File: config.mk
export PLATFORM = sky130hd
export DESIGN_NAME = vc_dest_arbiter
export DESIGN_NICKNAME = d
export VERILOG_FILES = /design/src/rtl/vc_dest_arbiter_pkg.sv /design/src/rtl/vc_dest_arbiter_vc_pop_select.sv /design/src/rtl/vc_dest_arbiter.sv
export SDC_FILE = /design/constraint.sdc
export NUM_CORES = 1
export LEC_CHECK = 0
export BUFFER_PORTS_ARGS = -buffer_cell sky130_fd_sc_hd__buf_4
export CAP_MARGIN = 20
export CORE_MARGIN = 3
export CORE_UTILIZATION = 45
export CTS_CLUSTER_DIAMETER = 150
export CTS_CLUSTER_SIZE = 28
export DETAILED_ROUTE_END_ITERATION = 6
export PLACE_DENSITY = 0.75
export SYNTH_ARGS = -nofsm -noshare
export SYNTH_HDL_FRONTEND = slang
export SYNTH_HIERARCHICAL = 1
export SYNTH_SLANG_ARGS = --single-unit
File: constraint.sdc
create_clock -name clk -period 6.15 [get_ports clk]
set_input_delay 0.9225 -clock clk [delete_from_list [all_inputs] [get_ports clk]]
set_output_delay 0.9225 -clock clk [all_outputs]
set_load 0.05 [all_outputs]
File: src/rtl/vc_dest_arbiter_pkg.sv
`default_nettype none
// ============================================================================
// Module   : vc_dest_arbiter_pkg
// Brief    : State encodings and shared defaults for the VC-to-destination arbiter.
// Revision : 1.0
// ============================================================================
package vc_dest_arbiter_pkg;

   localparam int STATE_W = 3;

   localparam logic [STATE_W-1:0] ST_RESET  = 3'd0;
   localparam logic [STATE_W-1:0] ST_INIT   = 3'd1;
   localparam logic [STATE_W-1:0] ST_IDLE   = 3'd2;
   localparam logic [STATE_W-1:0] ST_ACTIVE = 3'd3;
   localparam logic [STATE_W-1:0] ST_ERROR  = 3'd4;

   localparam int DEST_BIT_DEFAULT = 4;

   // Pop-select encoding carried down the pipeline with each in-flight word.
   localparam logic SEL_VC0 = 1'b0;
   localparam logic SEL_VC1 = 1'b1;

endpackage
`default_nettype wire

File: src/rtl/vc_dest_arbiter_vc_pop_select.sv
`default_nettype none
// ============================================================================
// Module   : vc_pop_select
// Brief    : Pop grant between VC0 and VC1; VC_ROUND_ROBIN_EN selects alternation.
// Revision : 1.0
// ============================================================================
module vc_pop_select
   import vc_dest_arbiter_pkg::*;
(
`ifdef VC_ROUND_ROBIN_EN
   input  logic clk,
   input  logic reset_L,
`endif
   input  logic allowed,
   input  logic vc0_empty,
   input  logic vc1_empty,
   output logic vc0_pop,
   output logic vc1_pop,
   output logic pop_sel
);

   logic pick_vc1;

`ifdef VC_ROUND_ROBIN_EN
   logic last_grant_q;
   logic last_grant_d;

   // Resetting to VC1 makes the first contested grant go to VC0.
   always_comb begin
      pick_vc1 = vc0_empty;
      if (!vc0_empty && !vc1_empty) begin
         pick_vc1 = (last_grant_q == SEL_VC0);
      end
   end

   always_comb begin
      last_grant_d = last_grant_q;
      if (vc1_pop) begin
         last_grant_d = SEL_VC1;
      end else if (vc0_pop) begin
         last_grant_d = SEL_VC0;
      end
   end

   always_ff @(posedge clk or negedge reset_L) begin
      if (!reset_L) begin
         last_grant_q <= SEL_VC1;
      end else begin
         last_grant_q <= last_grant_d;
      end
   end
`else
   always_comb begin
      pick_vc1 = vc0_empty;
   end
`endif

   always_comb begin
      vc0_pop = allowed & ~vc0_empty & ~pick_vc1;
      vc1_pop = allowed & ~vc1_empty &  pick_vc1;
      pop_sel = pick_vc1 ? SEL_VC1 : SEL_VC0;
   end

endmodule
`default_nettype wire

File: src/rtl/vc_dest_arbiter.sv
`default_nettype none
// ============================================================================
// Module   : vc_dest_arbiter
// Brief    : Pops VC0/VC1 FIFOs and routes each word to D0/D1 by its destination
//            bit. Optional VC_ROUND_ROBIN_EN alternates VC pops when both are ready.
// Revision : 1.0
// ============================================================================
module vc_dest_arbiter
   import vc_dest_arbiter_pkg::*;
#(
   parameter int DATA_SIZE = 6,
   parameter int DEST_BIT  = DEST_BIT_DEFAULT,
   parameter int CNT_SIZE  = 8
) (
   input  logic                 clk,
   input  logic                 reset_L,
   input  logic                 init,
   input  logic                 vc0_empty,
   input  logic                 vc1_empty,
   input  logic [DATA_SIZE-1:0] vc0_data,
   input  logic [DATA_SIZE-1:0] vc1_data,
   input  logic                 d0_pause,
   input  logic                 d1_pause,
   input  logic                 d0_error,
   input  logic                 d1_error,
   output logic                 vc0_pop,
   output logic                 vc1_pop,
   output logic                 push_d0,
   output logic                 push_d1,
   output logic [DATA_SIZE-1:0] data_d0,
   output logic [DATA_SIZE-1:0] data_d1,
   output logic [CNT_SIZE-1:0]  cnt_d0,
   output logic [CNT_SIZE-1:0]  cnt_d1,
   output logic [2:0]           state,
   output logic                 idle,
   output logic                 error
);

   logic [STATE_W-1:0]   state_q,   state_d;
   logic                 s1_valid_q, s1_valid_d;
   logic                 s1_sel_q,   s1_sel_d;
   logic                 push_d0_q, push_d0_d;
   logic                 push_d1_q, push_d1_d;
   logic [DATA_SIZE-1:0] data_d0_q, data_d0_d;
   logic [DATA_SIZE-1:0] data_d1_q, data_d1_d;
   logic [CNT_SIZE-1:0]  cnt_d0_q,  cnt_d0_d;
   logic [CNT_SIZE-1:0]  cnt_d1_q,  cnt_d1_d;

   logic                 w_running;
   logic                 w_err_in;
   logic                 w_allowed;
   logic                 w_kill;
   logic                 w_pop_sel;
   logic [DATA_SIZE-1:0] w_word;
   logic                 w_dest;
   logic                 w_fwd;

   // An error sampled this cycle already suppresses the pop and flushes the pipe.
   always_comb begin
      w_running = (state_q == ST_IDLE) || (state_q == ST_ACTIVE);
      w_err_in  = w_running & (d0_error | d1_error);
      w_allowed = w_running & ~d0_pause & ~d1_pause & ~w_err_in;
      w_kill    = w_err_in | (state_q == ST_ERROR);
   end

   vc_pop_select u_pop_select (
`ifdef VC_ROUND_ROBIN_EN
      .clk       (clk),
      .reset_L   (reset_L),
`endif
      .allowed   (w_allowed),
      .vc0_empty (vc0_empty),
      .vc1_empty (vc1_empty),
      .vc0_pop   (vc0_pop),
      .vc1_pop   (vc1_pop),
      .pop_sel   (w_pop_sel)
   );

   always_comb begin
      s1_valid_d = vc0_pop | vc1_pop;
      s1_sel_d   = w_pop_sel;
      w_word     = (s1_sel_q == SEL_VC1) ? vc1_data : vc0_data;
      w_dest     = w_word[DEST_BIT];
      w_fwd      = s1_valid_q & ~w_kill;
      push_d0_d  = w_fwd & ~w_dest;
      push_d1_d  = w_fwd &  w_dest;
      data_d0_d  = push_d0_d ? w_word : data_d0_q;
      data_d1_d  = push_d1_d ? w_word : data_d1_q;
      cnt_d0_d   = cnt_d0_q + {{(CNT_SIZE-1){1'b0}}, push_d0_d};
      cnt_d1_d   = cnt_d1_q + {{(CNT_SIZE-1){1'b0}}, push_d1_d};
   end

   always_comb begin
      state_d = state_q;
      case (state_q)
         ST_RESET:  state_d = ST_INIT;
         ST_INIT:   state_d = init ? ST_INIT : ST_IDLE;
         ST_IDLE: begin
            if (w_err_in) begin
               state_d = ST_ERROR;
            end else if (!vc0_empty || !vc1_empty) begin
               state_d = ST_ACTIVE;
            end
         end
         ST_ACTIVE: begin
            if (w_err_in) begin
               state_d = ST_ERROR;
            end else if (vc0_empty && vc1_empty && !s1_valid_q && !push_d0_q && !push_d1_q) begin
               state_d = ST_IDLE;
            end
         end
         // Sticky; only a reset or a fresh init request leaves it.
         ST_ERROR:  state_d = init ? ST_INIT : ST_ERROR;
         default:   state_d = ST_RESET;
      endcase
   end

   always_ff @(posedge clk or negedge reset_L) begin
      if (!reset_L) begin
         state_q    <= ST_RESET;
         s1_valid_q <= 1'b0;
         s1_sel_q   <= SEL_VC0;
         push_d0_q  <= 1'b0;
         push_d1_q  <= 1'b0;
         data_d0_q  <= '0;
         data_d1_q  <= '0;
         cnt_d0_q   <= '0;
         cnt_d1_q   <= '0;
      end else begin
         state_q    <= state_d;
         s1_valid_q <= s1_valid_d;
         s1_sel_q   <= s1_sel_d;
         push_d0_q  <= push_d0_d;
         push_d1_q  <= push_d1_d;
         data_d0_q  <= data_d0_d;
         data_d1_q  <= data_d1_d;
         cnt_d0_q   <= cnt_d0_d;
         cnt_d1_q   <= cnt_d1_d;
      end
   end

   assign push_d0 = push_d0_q;
   assign push_d1 = push_d1_q;
   assign data_d0 = data_d0_q;
   assign data_d1 = data_d1_q;
   assign cnt_d0  = cnt_d0_q;
   assign cnt_d1  = cnt_d1_q;
   assign state   = state_q;
   assign idle    = (state_q == ST_IDLE);
   assign error   = (state_q == ST_ERROR);

endmodule
`default_nettype wire

* Yosys cells after proc, flatten, opt, wreduce, memory -nomap -nowiden *
Cells that the tools add are included.

word-level totals
  bits in registers = 35
  output and inout port bits = 37
  logic and storage cells = 60
  bits of input ports = 21

cells by class
  equal/unequal tests = 6
  reductions and logical operators = 13
  mux-type cells = 9
  bitwise logic cells = 21
  $add $sub $neg = 2

operators with widths
  cell                                           number
  adder 8 x 1 -> 8 bit                           2
  2-to-1 mux 3 bit                               5
  one-hot mux 3 bit (5 select lines)             1
  bitwise AND 1 bit                              11
  inverter 1 bit                                 7
  == test 3 x 2 -> 1 bit, second input constant  2
  2-to-1 mux 6 bit                               1
  zero test 1 bit                                5
  logical AND 1 bit                              4
  == test 3 x 1 -> 1 bit, second input constant  1
  == test 3 bit, second input constant           1
  zero test 3 bit                                1
  != test 3 x 1 -> 1 bit, second input constant  1
  != test 3 x 2 -> 1 bit, second input constant  1
  OR 1 bit                                       3
  logical OR 1 bit                               2
  2-to-1 mux 2 bit                               1
  AND reduction 2 bit                            1
  2-to-1 mux 1 bit                               1

* Longest topological paths before layout *
  depth after elaboration = 8
  gate-level depth with buffers = 10
  mapped depth without buffers = 8

* Cells and area by module *
Netlist, hierarchy kept.

modules (own cells, without submodules)
  module           area each (sq um)  cells an instance  sequential area each (sq um)  instances
  vc_dest_arbiter  1462.7             117                875.8                         1
  vc_pop_select    26.3               3                  0.0                           1

* Worst setup path before layout *
No wires, ideal clock.

  path type = input to output
  start point = in d1_error
  end point = out vc1_pop
  path buffers = 0
  data arrival time = 1.823 ns
  required time = 5.227 ns
  path slack = 3.405 ns
  stages on the path = 3
  cell sequence = or3_4 -> nor3_1 -> and3b_2

on the way
  word-level cells in the longest chain between the ends = 6

RTL lines
  element                         line                                 source
  from (decl)                     vc_dest_arbiter.sv:25                input logic d1_error,
  OR 1 bit                        vc_dest_arbiter.sv:61                w_err_in = w_running & (d0_error | d1_error);
  bitwise AND 1 bit               vc_dest_arbiter.sv:61
  inverter 1 bit                  vc_dest_arbiter.sv:62                w_allowed = w_running & ~d0_pause & ~d1_pause & ~w_err_in;
  bitwise AND 1 bit               vc_dest_arbiter.sv:62
  via w_allowed                   vc_dest_arbiter.sv:51                logic w_allowed;
  bitwise AND 1 bit (2 in a row)  vc_dest_arbiter_vc_pop_select.sv:60  vc1_pop = allowed & ~vc1_empty & pick_vc1;
  to (decl)                       vc_dest_arbiter.sv:27                output logic vc1_pop,

The timed path passes the listed nets, and every way through them passes these cells.

* Final worst setup path *
Same ends and word-level chain as after synthesis.

==> impl_metrics.env <==
export IMPL_status="finished clean"
export IMPL_core_area_um2=3100
export IMPL_crit_type="in -> out"
export IMPL_antennaDiodeCount=0
export IMPL_synth_cell_types=33
export IMPL_crit_fanout=4
export IMPL_cts_tree="built"
export IMPL_reg2reg_slack_ns=3.88
export IMPL_fp_dieArea_um2=4030
export IMPL_drt_first_pass_iters=4
export IMPL_arrival_ns=2.01
export IMPL_postLayoutCellArea_um2=1990
export IMPL_power_density_nw_per_um2=368
export IMPL_post_place_cells=217
export IMPL_grt_busiest_layer="met2"
export IMPL_finalSetupViolCount=0
export IMPL_cpLargestDelayFamily="simple AND/OR/NAND/NOR gates"
export IMPL_syn_inst=120
export IMPL_multi_input_area_um2=551
export IMPL_finalCritPeriodShare_pct=47.8
export IMPL_drive_above_1_share_pct=40.3
export IMPL_vias=1114
export IMPL_wl_per_cell_um=13.7
export IMPL_path_cells="buf_4 > or3_4 > nor3_1 > and3b_2 > buf_4"
export IMPL_cp_common_cell="buf_4"
export IMPL_start_util_pct=48.0
export IMPL_n_fill_cell=279
export IMPL_final_max_slew_viol_count=0
export IMPL_clk_pin_slew_ns=0.09
export IMPL_place_ws_ns=3.21
export IMPL_tightestPinTransition_ns=0.523
export IMPL_drc=0
export IMPL_grt_util_all_layers_pct=16.9
export IMPL_cts_sinks=35
export IMPL_crit_buf_inv=2
export IMPL_gp_congestion=0.848
export IMPL_fmax_ghz=0.340
export IMPL_drv_cap=0
export IMPL_first_iter_violations=49
export IMPL_numCtsBuffers=5
export IMPL_die_y_um=63.5
export IMPL_grtUsageMet1_pct=18.3
export IMPL_rows=20
export IMPL_die_x_um=63.5
export IMPL_ys_ff_latch=35
export IMPL_place_area_um2=1930
export IMPL_cts_resized_gates=0
export IMPL_hp_start="data_d1[4]"
export IMPL_worst_clock_skew_ns=0.0114
export IMPL_cp_required_ns=5.23
export IMPL_r2r_start="s1_sel_q"
export IMPL_area_growth_pct=33.8
export IMPL_r2r_end="cnt_d0[6]"
export IMPL_reg2reg_depth=8
export IMPL_numPortBuffers=57
export IMPL_hold_viol_final=0
export IMPL_clockBufferDepth=2
export IMPL_cts_root_buffer="clkbuf_4"
export IMPL_leakagePower_nw=1.10
export IMPL_rsz0062_at_grt="no"
export IMPL_syn_area_per_cell_um2=12.4
export IMPL_holdBufCountCts=0
export IMPL_grt_overflow_total=0
export IMPL_min_path_cells=1
export IMPL_hold_path_class="reg -> reg"
export IMPL_nets=205
export IMPL_regArea_um2=876
export IMPL_finalNonFillerCells=225
export IMPL_ir_worst_vdd_uv=194
export IMPL_ys_warn_count=6
export IMPL_ant_nets=0
export IMPL_grt_max_degree=36
export IMPL_grt_pass1_vias=1105
export IMPL_ys_seq_area_share_pct=58.8
export IMPL_setup_tns_ns=0
export IMPL_synth_nets=145
export IMPL_drt_total_wl_um=3080
export IMPL_finalCriticalPeriod_ns=2.94
export IMPL_max_stage_delay_ns=0.40
export IMPL_start_kind="input pin"
export IMPL_cp_end_kind="output pin"
export IMPL_antenna_found_initial=0
export IMPL_hpwlAfterDp_um=2400
export IMPL_min_to="data_d1[4]"
export IMPL_post_cts_buffers=0
export IMPL_syn_area_um2=1490
export IMPL_timing_slew_headroom_pct=65.1
export IMPL_grt_use_met3_pct=5.70
export IMPL_worst_slack_ns=3.21
export IMPL_power_total_mw=0.732
export IMPL_io_pins=58
export IMPL_h_tree_depth=2
export IMPL_grt_pass1_wl_um=5200
export IMPL_viasPerCell=4.95
export IMPL_grt_use_met2_pct=29.3
export IMPL_insertion_delay_ns=0.34
export IMPL_critPathSlowestCell="or3_4"
==> Yosys cell counts <==
| cell type | number | share of area [%] |
|---|---|---|
| o41ai_1 | 1 | 0.59 |
| xnor2_1 | 7 | 4.1 |
| dfrtp_1 | 35 | 59 |
| mux2i_1 | 6 | 4.0 |
| o22ai_1 | 1 | 0.42 |
| ha_1 | 4 | 3.4 |
| or3_4 | 1 | 0.76 |
| nor4_1 | 1 | 0.42 |
| xor2_1 | 5 | 2.9 |
| nand2b_1 | 1 | 0.42 |
| buf_4 | 1 | 0.50 |
| nor3_1 | 1 | 0.34 |
| o31a_1 | 1 | 0.59 |
| and2_1 | 1 | 0.42 |
| mux2_2 | 1 | 0.76 |
| nand3_1 | 5 | 1.7 |
| and3_1 | 2 | 0.84 |
| nand2_1 | 14 | 3.5 |
| o21ai_0 | 10 | 3.4 |
| inv_1 | 5 | 1.3 |
| or3b_4 | 1 | 0.76 |
| nor2_1 | 3 | 0.76 |
| nand4_1 | 1 | 0.42 |
| clkbuf_8 | 1 | 0.92 |
| and2b_2 | 1 | 0.59 |
| o32ai_1 | 1 | 0.59 |
| o2111ai_2 | 2 | 2.0 |
| nand2b_4 | 1 | 0.92 |
| and4_1 | 1 | 0.59 |
| maj3_1 | 1 | 0.67 |
| or2_2 | 1 | 0.42 |
| and3b_2 | 1 | 0.67 |
| buf_6 | 2 | 1.5 |
==> cells in the final DEF (no fill, tap or decap), drive strengths merged <==
master / Yosys / final
buf: 3 / 57
dfrtp: 35 / 35
nand2: 14 / 14
o21ai: 10 / 10
xnor2: 7 / 7
clkbuf: 1 / 7
mux2i: 6 / 6
inv: 5 / 5
nand3: 5 / 5
xor2: 5 / 5
ha: 4 / 4
nor2: 3 / 3
o2111ai: 2 / 2
and3: 2 / 2
nand2b: 2 / 2
or3b: 1 / 1
mux2: 1 / 1
and4: 1 / 1
nand4: 1 / 1
or3: 1 / 1
nor3: 1 / 1
or2: 1 / 1
o41ai: 1 / 1
maj3: 1 / 1
nor4: 1 / 1
o22ai: 1 / 1
o31a: 1 / 1
o32ai: 1 / 1
and2: 1 / 1
clkinv: 0 / 1
and2b: 1 / 1
and3b: 1 / 1
==> worst max-delay path by stage <==
| stage | from | to | cells after the start |
|---|---|---|---|
| global placement | d1_error | vc1_pop | 5 |
| CTS | d1_error | vc1_pop | 5 |
| global route | d1_error | vc1_pop | 5 |
| floorplan | d1_error | vc1_pop | 3 |
| finish | d1_error | vc1_pop | 5 |
| detailed placement | d1_error | vc1_pop | 5 |
==> registers in the layout, indices dropped and copies added, names as in the netlist, 3 cells and up <==
signal / count
cnt_d0: 8
cnt_d1: 8
data_d0: 6
data_d1: 6
state: 3
==> kinds of logic after synthesis <==
family                     synth area share, %
xor gates and xnor gates                  7.06
buffers and inverters                     4.20
adders and majority gates                 4.03
muxes                                     4.79
DFF                                       58.8
and+or+nand+nor                           13.5
AOI/OAI and AO/OA                         7.56
==> area by class of cell <==
type	count	area share [%]
timing repair buffer	57	21.5
multi-input combinational	76	27.6
clock buffer	7	2.76
inverter	5	0.942
sequential	35	44.0
clock inverter	1	0.440
tap	44	2.76
==> metrics by stage <==
step / util (%) / hold WS, ns
3_5_place_dp: 62.1 / 0.454
5_1_grt: 64.2 / 0.497
6_report: 64.2 / 0.473
4_1_cts: 64.2 / 0.480
2_1_floorplan: - / 0.597
3_3_place_gp: 62.1 / 0.452
==> where the power goes <==
| group | leakage [nW] | internal (mW) | total, mW | switching (mW) |
|---|---|---|---|---|
| logic | 0.588 | 0.0939 | 0.297 | 0.203 |
| registers | 0.477 | 0.268 | 0.303 | 0.0343 |
| clock network | 0.0355 | 0.0567 | 0.133 | 0.0759 |
==> routing by layer <==
| layer | vias up | routed length [um] |
|---|---|---|
| met4 | 0 | 61 |
| met3 | 6 | 227 |
| met2 | 40 | 1630 |
| met5 | - | 0 |
| met1 | 532 | 1160 |
| li1 | 536 | - |
(Power assumes the default switching activity.)
